==> config.mk <==
export PLATFORM = sky130hd
export DESIGN_NAME = fetch_unit_flat
export DESIGN_NICKNAME = d
export VERILOG_FILES = /design/src/rtl/fetch_unit_if.sv /design/src/rtl/fetch_unit.sv /design/src/flat_wrapper.sv
export SDC_FILE = /design/constraint.sdc
export NUM_CORES = 1
export LEC_CHECK = 0
export BUFFER_PORTS_ARGS = -buffer_cell sky130_fd_sc_hd__buf_2
export CORE_MARGIN = 4
export CORE_UTILIZATION = 45
export CTS_CLUSTER_SIZE = 10
export DETAILED_ROUTE_END_ITERATION = 10
export HOLD_SLACK_MARGIN = 0.12
export PLACE_DENSITY_LB_ADDON = 0.12
export SETUP_SLACK_MARGIN = 0.02
export SLEW_MARGIN = 10
export SYNTH_ARGS = -nofsm -noshare
export SYNTH_HDL_FRONTEND = slang
export SYNTH_SLANG_ARGS = --single-unit
==> constraint.sdc <==
create_clock -name clk -period 3.55 [get_ports clk]
set_input_delay 0.71 -clock clk [delete_from_list [all_inputs] [get_ports clk]]
set_output_delay 0.71 -clock clk [all_outputs]
set_load 0.02 [all_outputs]
==> src/rtl/fetch_unit_if.sv <==
// Instruction-fetch bus: memory instruction port, redirect request and the
// valid/ready stream towards decode, bundled so the fetch unit and its
// environment see one typed connection.
interface fetch_unit_if #(
  parameter int ADDR_W = 16,
  parameter int DATA_W = 16
);

  // Memory instruction port (fixed one-cycle read latency)
  logic [ADDR_W-1:0] fetch_addr;
  logic [DATA_W-1:0] fetch_word;

  // Redirect request from execute (branch/jump)
  logic              redirect;
  logic [ADDR_W-1:0] redirect_pc;

  // Instruction stream towards decode
  logic              instr_valid;
  logic              instr_ready;
  logic [DATA_W-1:0] instr;
  logic [ADDR_W-1:0] instr_pc;

  // Fetch-unit side
  modport master (
    output fetch_addr,
    input  fetch_word,
    input  redirect,
    input  redirect_pc,
    output instr_valid,
    input  instr_ready,
    output instr,
    output instr_pc
  );

  // Environment side: memory, redirect source and decode
  modport slave (
    input  fetch_addr,
    output fetch_word,
    output redirect,
    output redirect_pc,
    input  instr_valid,
    output instr_ready,
    input  instr,
    input  instr_pc
  );

endinterface

==> src/rtl/fetch_unit.sv <==
// Instruction-fetch initiator. Presents the PC to the memory instruction
// port, captures the returned word one cycle later and buffers {word, pc}
// pairs in a small prefetch FIFO that decode drains over valid/ready.
// Issue is credit based: an address is only issued when the FIFO is
// guaranteed to have room for its word, counting the request already in
// flight and any pop happening this cycle. Redirect flushes everything in
// flight and buffered; reset additionally clears the FIFO storage.
module fetch_unit #(
  parameter int                ADDR_W   = 16,
  parameter int                DATA_W   = 16,
  parameter int                DEPTH    = 2,
  parameter logic [ADDR_W-1:0] RESET_PC = '0
) (
  input  logic         clk,
  input  logic         reset,
  fetch_unit_if.master bus
);

  localparam int PTR_W = (DEPTH > 1) ? $clog2(DEPTH) : 1;
  localparam int CNT_W = $clog2(DEPTH + 1);

  typedef logic [PTR_W-1:0] ptr_t;
  typedef logic [CNT_W-1:0] cnt_t;
  typedef logic [CNT_W:0]   occ_t;

  typedef struct packed {
    logic [DATA_W-1:0] word;
    logic [ADDR_W-1:0] pc;
  } entry_t;

  localparam occ_t DEPTH_OCC = occ_t'(DEPTH);

  // Fetch-side state
  logic [ADDR_W-1:0] r_pc;
  logic              r_req_v;
  logic [ADDR_W-1:0] r_req_pc;

  // Prefetch FIFO
  entry_t            r_fifo [DEPTH];
  ptr_t              r_rd_ptr;
  ptr_t              r_wr_ptr;
  cnt_t              r_count;

  // Per-cycle decisions
  logic              w_pop;
  logic              w_push;
  logic              w_issue;
  occ_t              w_occupancy;
  entry_t            w_head;

  // Circular pointer advance that also works for non-power-of-two depths
  function automatic ptr_t ptr_next(input ptr_t p);
    return (p == ptr_t'(DEPTH - 1)) ? '0 : p + ptr_t'(1);
  endfunction

  // Handshake, capture and issue-credit decisions for this cycle
  // NOTE: every signal is assigned on every path through the block, so no
  // latch can be inferred.
  always_comb begin
    w_pop       = (r_count != '0) && bus.instr_ready;
    w_push      = r_req_v && !bus.redirect;
    // Entries the FIFO will have to hold once the in-flight word lands and
    // the current head (if popped) has left. pop implies count >= 1, so the
    // subtraction cannot underflow.
    w_occupancy = {1'b0, r_count}
                + {{CNT_W{1'b0}}, r_req_v}
                - {{CNT_W{1'b0}}, w_pop};
    w_issue     = !bus.redirect && (w_occupancy < DEPTH_OCC);
  end

  // PC and in-flight request tracking; reset beats redirect beats issue
  // NOTE: sequential state uses non-blocking assignments so every register
  // samples the pre-edge values, independent of statement order.
  always_ff @(posedge clk) begin
    if (reset) begin
      r_pc     <= RESET_PC;
      r_req_v  <= 1'b0;
      r_req_pc <= '0;
    end else if (bus.redirect) begin
      // The word returning this cycle belongs to the old path: drop it.
      r_pc     <= bus.redirect_pc;
      r_req_v  <= 1'b0;
    end else if (w_issue) begin
      r_req_v  <= 1'b1;
      r_req_pc <= r_pc;
      r_pc     <= r_pc + ADDR_W'(1);  // wraps modulo 2^ADDR_W
    end else begin
      r_req_v  <= 1'b0;
    end
  end

  // FIFO pointers and occupancy; redirect empties the queue without
  // touching storage, the contents are simply unreachable afterwards
  always_ff @(posedge clk) begin
    if (reset || bus.redirect) begin
      r_rd_ptr <= '0;
      r_wr_ptr <= '0;
      r_count  <= '0;
    end else begin
      if (w_push) r_wr_ptr <= ptr_next(r_wr_ptr);
      if (w_pop)  r_rd_ptr <= ptr_next(r_rd_ptr);
      unique case ({w_push, w_pop})
        2'b10:   r_count <= r_count + cnt_t'(1);
        2'b01:   r_count <= r_count - cnt_t'(1);
        default: r_count <= r_count;
      endcase
    end
  end

  // FIFO storage: written at the tail on capture
  // NOTE: the storage array is reset explicitly because instr/instr_pc must
  // read as zero after reset; a plain RAM without reset would not give that.
  always_ff @(posedge clk) begin
    if (reset) begin
      for (int i = 0; i < DEPTH; i++) begin
        r_fifo[i] <= '0;
      end
    end else if (w_push) begin
      r_fifo[r_wr_ptr] <= '{word: bus.fetch_word, pc: r_req_pc};
    end
  end

  // Outputs come straight from registers or the FIFO head
  assign w_head          = r_fifo[r_rd_ptr];
  assign bus.fetch_addr  = r_pc;
  assign bus.instr_valid = (r_count != '0);
  assign bus.instr       = w_head.word;
  assign bus.instr_pc    = w_head.pc;

endmodule

==> src/flat_wrapper.sv <==
// flat-port wrapper written by rule: the top's interface ports become plain ports
module fetch_unit_flat 
#(
  parameter int                ADDR_W   = 16,
  parameter int                DATA_W   = 16,
  parameter int                DEPTH    = 2,
  parameter logic [ADDR_W-1:0] RESET_PC = '0
)
  (clk, reset, bus_fetch_addr, bus_fetch_word, bus_redirect, bus_redirect_pc, bus_instr_valid, bus_instr_ready, bus_instr, bus_instr_pc);
  fetch_unit_if #(.ADDR_W(ADDR_W), .DATA_W(DATA_W)) bus_i ();
  input  logic clk;
  input  logic reset;
  output wire logic [$bits(bus_i.fetch_addr)-1:0] bus_fetch_addr;
  input wire logic [$bits(bus_i.fetch_word)-1:0] bus_fetch_word;
  input wire logic [$bits(bus_i.redirect)-1:0] bus_redirect;
  input wire logic [$bits(bus_i.redirect_pc)-1:0] bus_redirect_pc;
  output wire logic [$bits(bus_i.instr_valid)-1:0] bus_instr_valid;
  input wire logic [$bits(bus_i.instr_ready)-1:0] bus_instr_ready;
  output wire logic [$bits(bus_i.instr)-1:0] bus_instr;
  output wire logic [$bits(bus_i.instr_pc)-1:0] bus_instr_pc;
  assign bus_fetch_addr = bus_i.fetch_addr;
  assign bus_i.fetch_word = bus_fetch_word;
  assign bus_i.redirect = bus_redirect;
  assign bus_i.redirect_pc = bus_redirect_pc;
  assign bus_instr_valid = bus_i.instr_valid;
  assign bus_i.instr_ready = bus_instr_ready;
  assign bus_instr = bus_i.instr;
  assign bus_instr_pc = bus_i.instr_pc;
  fetch_unit #(.ADDR_W(ADDR_W), .DATA_W(DATA_W), .DEPTH(DEPTH), .RESET_PC(RESET_PC)) u_core (.clk(clk), .reset(reset), .bus(bus_i));
endmodule
==> flow_summary.ini <==
[cts]
cts_tree = built
cts_num_sinks = 102
cts_buffer_depth = 2
insertion_delay_ns = 0.36
holdBufCountCts = 0
root_buffer = clkbuf_8
cts_buffers = 9
post_cts_resize_count = 0
h-tree-depth = 3
post_cts_buffers = 0
clkSlewWorstSetupHoldPaths_ns = 0.09

[pwr]
p_sw_w = 0.000577
peakVddDrop_v = 0.000168
power_frac_seq_pct = 58.8
swShare_pct = 25.0
p_comb_share_pct = 10.3
clock_power_share_pct = 30.9
p_per_area_mw_per_mm2 = 427
p_int_w = 0.00173
p_leak_nw = 2.19

[place]
portBuffers = 84
gp_congestion = 0.727
post-dp-hpwl_um = 5840

[floorplanning]
io_pins = 85
initial_utilization_pct = 47.1
rows = 36
dieWidth_um = 110
die_area_sq_mm = 0.0121
die_h_um = 110
coreArea_sq_mm = 0.00995

[route]
remaining_drc_errors = 0
first_iter_violations = 134
drt_pass1_iterations = 4
drtAntennaViolNets = 0
vias_per_cell = 5.03
post_drt_wl_per_cell_um = 14.7
routed_wl_um = 8940
vias = 3061

[sta]
worst_slew_pin_slew_ns = 0.818
hold_viol_final = 0
skew_ns = 0.00826
tns_ns = 0
rsz0062_at_grt = false
fin_crit_ns = 3.21
slew_headroom_pct = 45.5
max_freq_mhz = 312
setup_violations = 0
finalMaxSlewViolations = 0
fin_crit_sh_pct = 90.4

[finish]
final_util_pct = 54.2
seq_area_sq_mm = 0.00268
layout-drive-gt1-share_pct = 32.1
fillers = 889
multi_input_area_sq_mm = 0.00186
syn_to_final_growth_pct = 15.0
diodes = 0
nets = 511

[logic_synthesis]
syn-cell-area_sq_mm = 0.00469
synthArstFlopShare_pct = 0
synth_nets = 435
synth_edf_count = 64
synthTopCellsByArea = edfxtp_1, dfxtp_1, and2_1, mux2_2, nand2_1
yosysTopAreaCellShare_pct = 41.0
ys_seq_area_share_pct = 57.2
synth_area_leader_cell = edfxtp_1
synth_top_flop_cell = edfxtp_1
synth_warnings = 0
synth_cell_type_count = 49
synth.avg_cell_area_sq_um = 11.9
synthCells = 395
ys_ff_latch = 102

[grt]
grt_pass1_vias = 3059
grt_usage_pct = 15.6
overflow = 0
grt_first_pass_wirelength_um = 14600
grt_max_degree = 39
antenna_found_initial = 0

[critical_path]
crit_required_ns = 3.82
setup.worst_path.start = u_core.r_count[1]
timing.rr.end = u_core.bus.fetch_addr[10]
endpoint_kind = flop
worst-r2r-setup-slack_ns = 0.34
arrival_ns = 3.47
cp_max_fo = 14
reg2reg_from = u_core.r_count[1]
start_kind = flop
crit_type = reg -> reg
rr_worst_depth = 9

[worst_hold_path]
hold_path_end = u_core.r_req_pc[0]
hold_path_class = reg -> reg
hold_start = u_core.r_req_pc[0]
whs_path_depth = 2

[job]
maxCapViolations = 0

[status]
outcome = finished, final reports clean
## cells by family (layout without fill, tap and decap cells)
| kind of cell | count (synthesis) | after routing | share of synthesized area, % |
|---|---|---|---|
| AO/OA/AOI/OAI | 45 | 45 | 5.90 |
| XOR/XNOR | 14 | 14 | 2.78 |
| adder cells (fa/ha/maj) | 4 | 4 | 1.23 |
| buffers and inverters | 34 | 115 | 3.52 |
| flip-flops | 102 | 102 | 57.2 |
| multiplexers | 34 | 34 | 8.11 |
| AND/OR/NAND/NOR | 162 | 162 | 21.2 |
## metal layers
metal / global-route usage, % / routed length (um)
met3: 3.15 / 503
met5: 0 / 0
met4: 7.30 / 161
met1: 20.0 / 4250
met2: 25.2 / 4030
## cell usage in the layout, fill, tap and decap left out, drive strengths merged, types with 8 or more instances in the layout
cell / count
a21oi: 27
and2: 66
buf: 88
clkbuf: 12
dfxtp: 38
edfxtp: 64
inv: 12
mux2: 32
nand2: 40
o21a: 8
xor2: 9
## worst max-delay path, cell delays in order (launching register included)
cell and delay, ns:
dfxtp_1 0.40, or2_2 0.31, and2_1 0.20, ha_1 0.28
nand2b_1 0.15, fa_1 0.43, xor2_2 0.64, nor4_1 0.22
or3_1 0.34, and3_1 0.14
## power groups by stage
stage	sequential [W]	combinational, W	clock, W
2_1_floorplan	0.00139	0.000149	0
3_3_place_gp	0.00138	0.000237	0
3_5_place_dp	0.00138	0.000241	0
4_1_cts	0.00136	0.000242	0.000737
5_1_grt	0.00136	0.000262	0.000794
6_report	0.00136	0.000237	0.000713
## through the flow
stage | cell area [sq um] | power (W) | worst slack [ns] | instances | hold slack [ns]
floorplan | 4690 | 0.00154 | 0.572 | 395 | 0.440
global placement | 5200 | 0.00162 | 0.280 | 593 | 0.448
detailed placement | 5200 | 0.00162 | 0.240 | 593 | 0.454
CTS | 5390 | 0.00233 | 0.321 | 609 | 0.468
global route | 5390 | 0.00242 | 0.152 | 609 | 0.495
finish | 5390 | 0.00231 | 0.341 | 609 | 0.466
## state kept, by name, summed over array words and instances (netlist names), named ones only
signal                 cells
u_core.bus.fetch_addr     16
u_core.r_count             2
u_core.r_fifo             64
u_core.r_rd_ptr            1
u_core.r_req_pc           16
u_core.r_req_v             1
u_core.r_wr_ptr            1
## synth_stat cells (2+ instances only)
cell type	number
and2_1	66
edfxtp_1	64
nand2_1	40
dfxtp_1	38
mux2_2	32
a21oi_1	27
clkbuf_1	14
inv_1	11
o21a_1	8
xor2_1	8
nor2_1	6
nor3_1	6
nor4_1	5
xnor2_1	5
buf_6	4
nor2b_1	4
buf_1	3
ha_1	3
nand3_1	3
nand3b_1	3
nand4_1	3
nor3b_1	3
or2_2	3
or3_1	3
and2b_2	2
and3_1	2
buf_4	2
mux2i_1	2
nand4_4	2
nor4_4	2
nor4b_1	2
o21ai_0	2
## how the worst max path moves through the flow
stage                                end  slack [ns]  cells past startpoint
2_1_floorplan  u_core.bus.fetch_addr[15]        0.57                     10
3_3_place_gp   u_core.bus.fetch_addr[10]        0.28                      9
3_5_place_dp   u_core.bus.fetch_addr[10]        0.24                      9
4_1_cts        u_core.bus.fetch_addr[10]        0.32                      9
5_1_grt        u_core.bus.fetch_addr[10]        0.15                      9
6_report       u_core.bus.fetch_addr[10]        0.34                      9
## area by class of cell
cell class	count	share of cell area, %
Clock buffer	12	3.11
Clock inverter	4	0.510
Inverter	11	0.766
Multi-Input combinational cell	259	34.4
Sequential cell	102	49.7
Tap cell	133	3.09
Timing Repair Buffer	88	8.35
No activity file was read; power rests on OpenSTA's default activity.
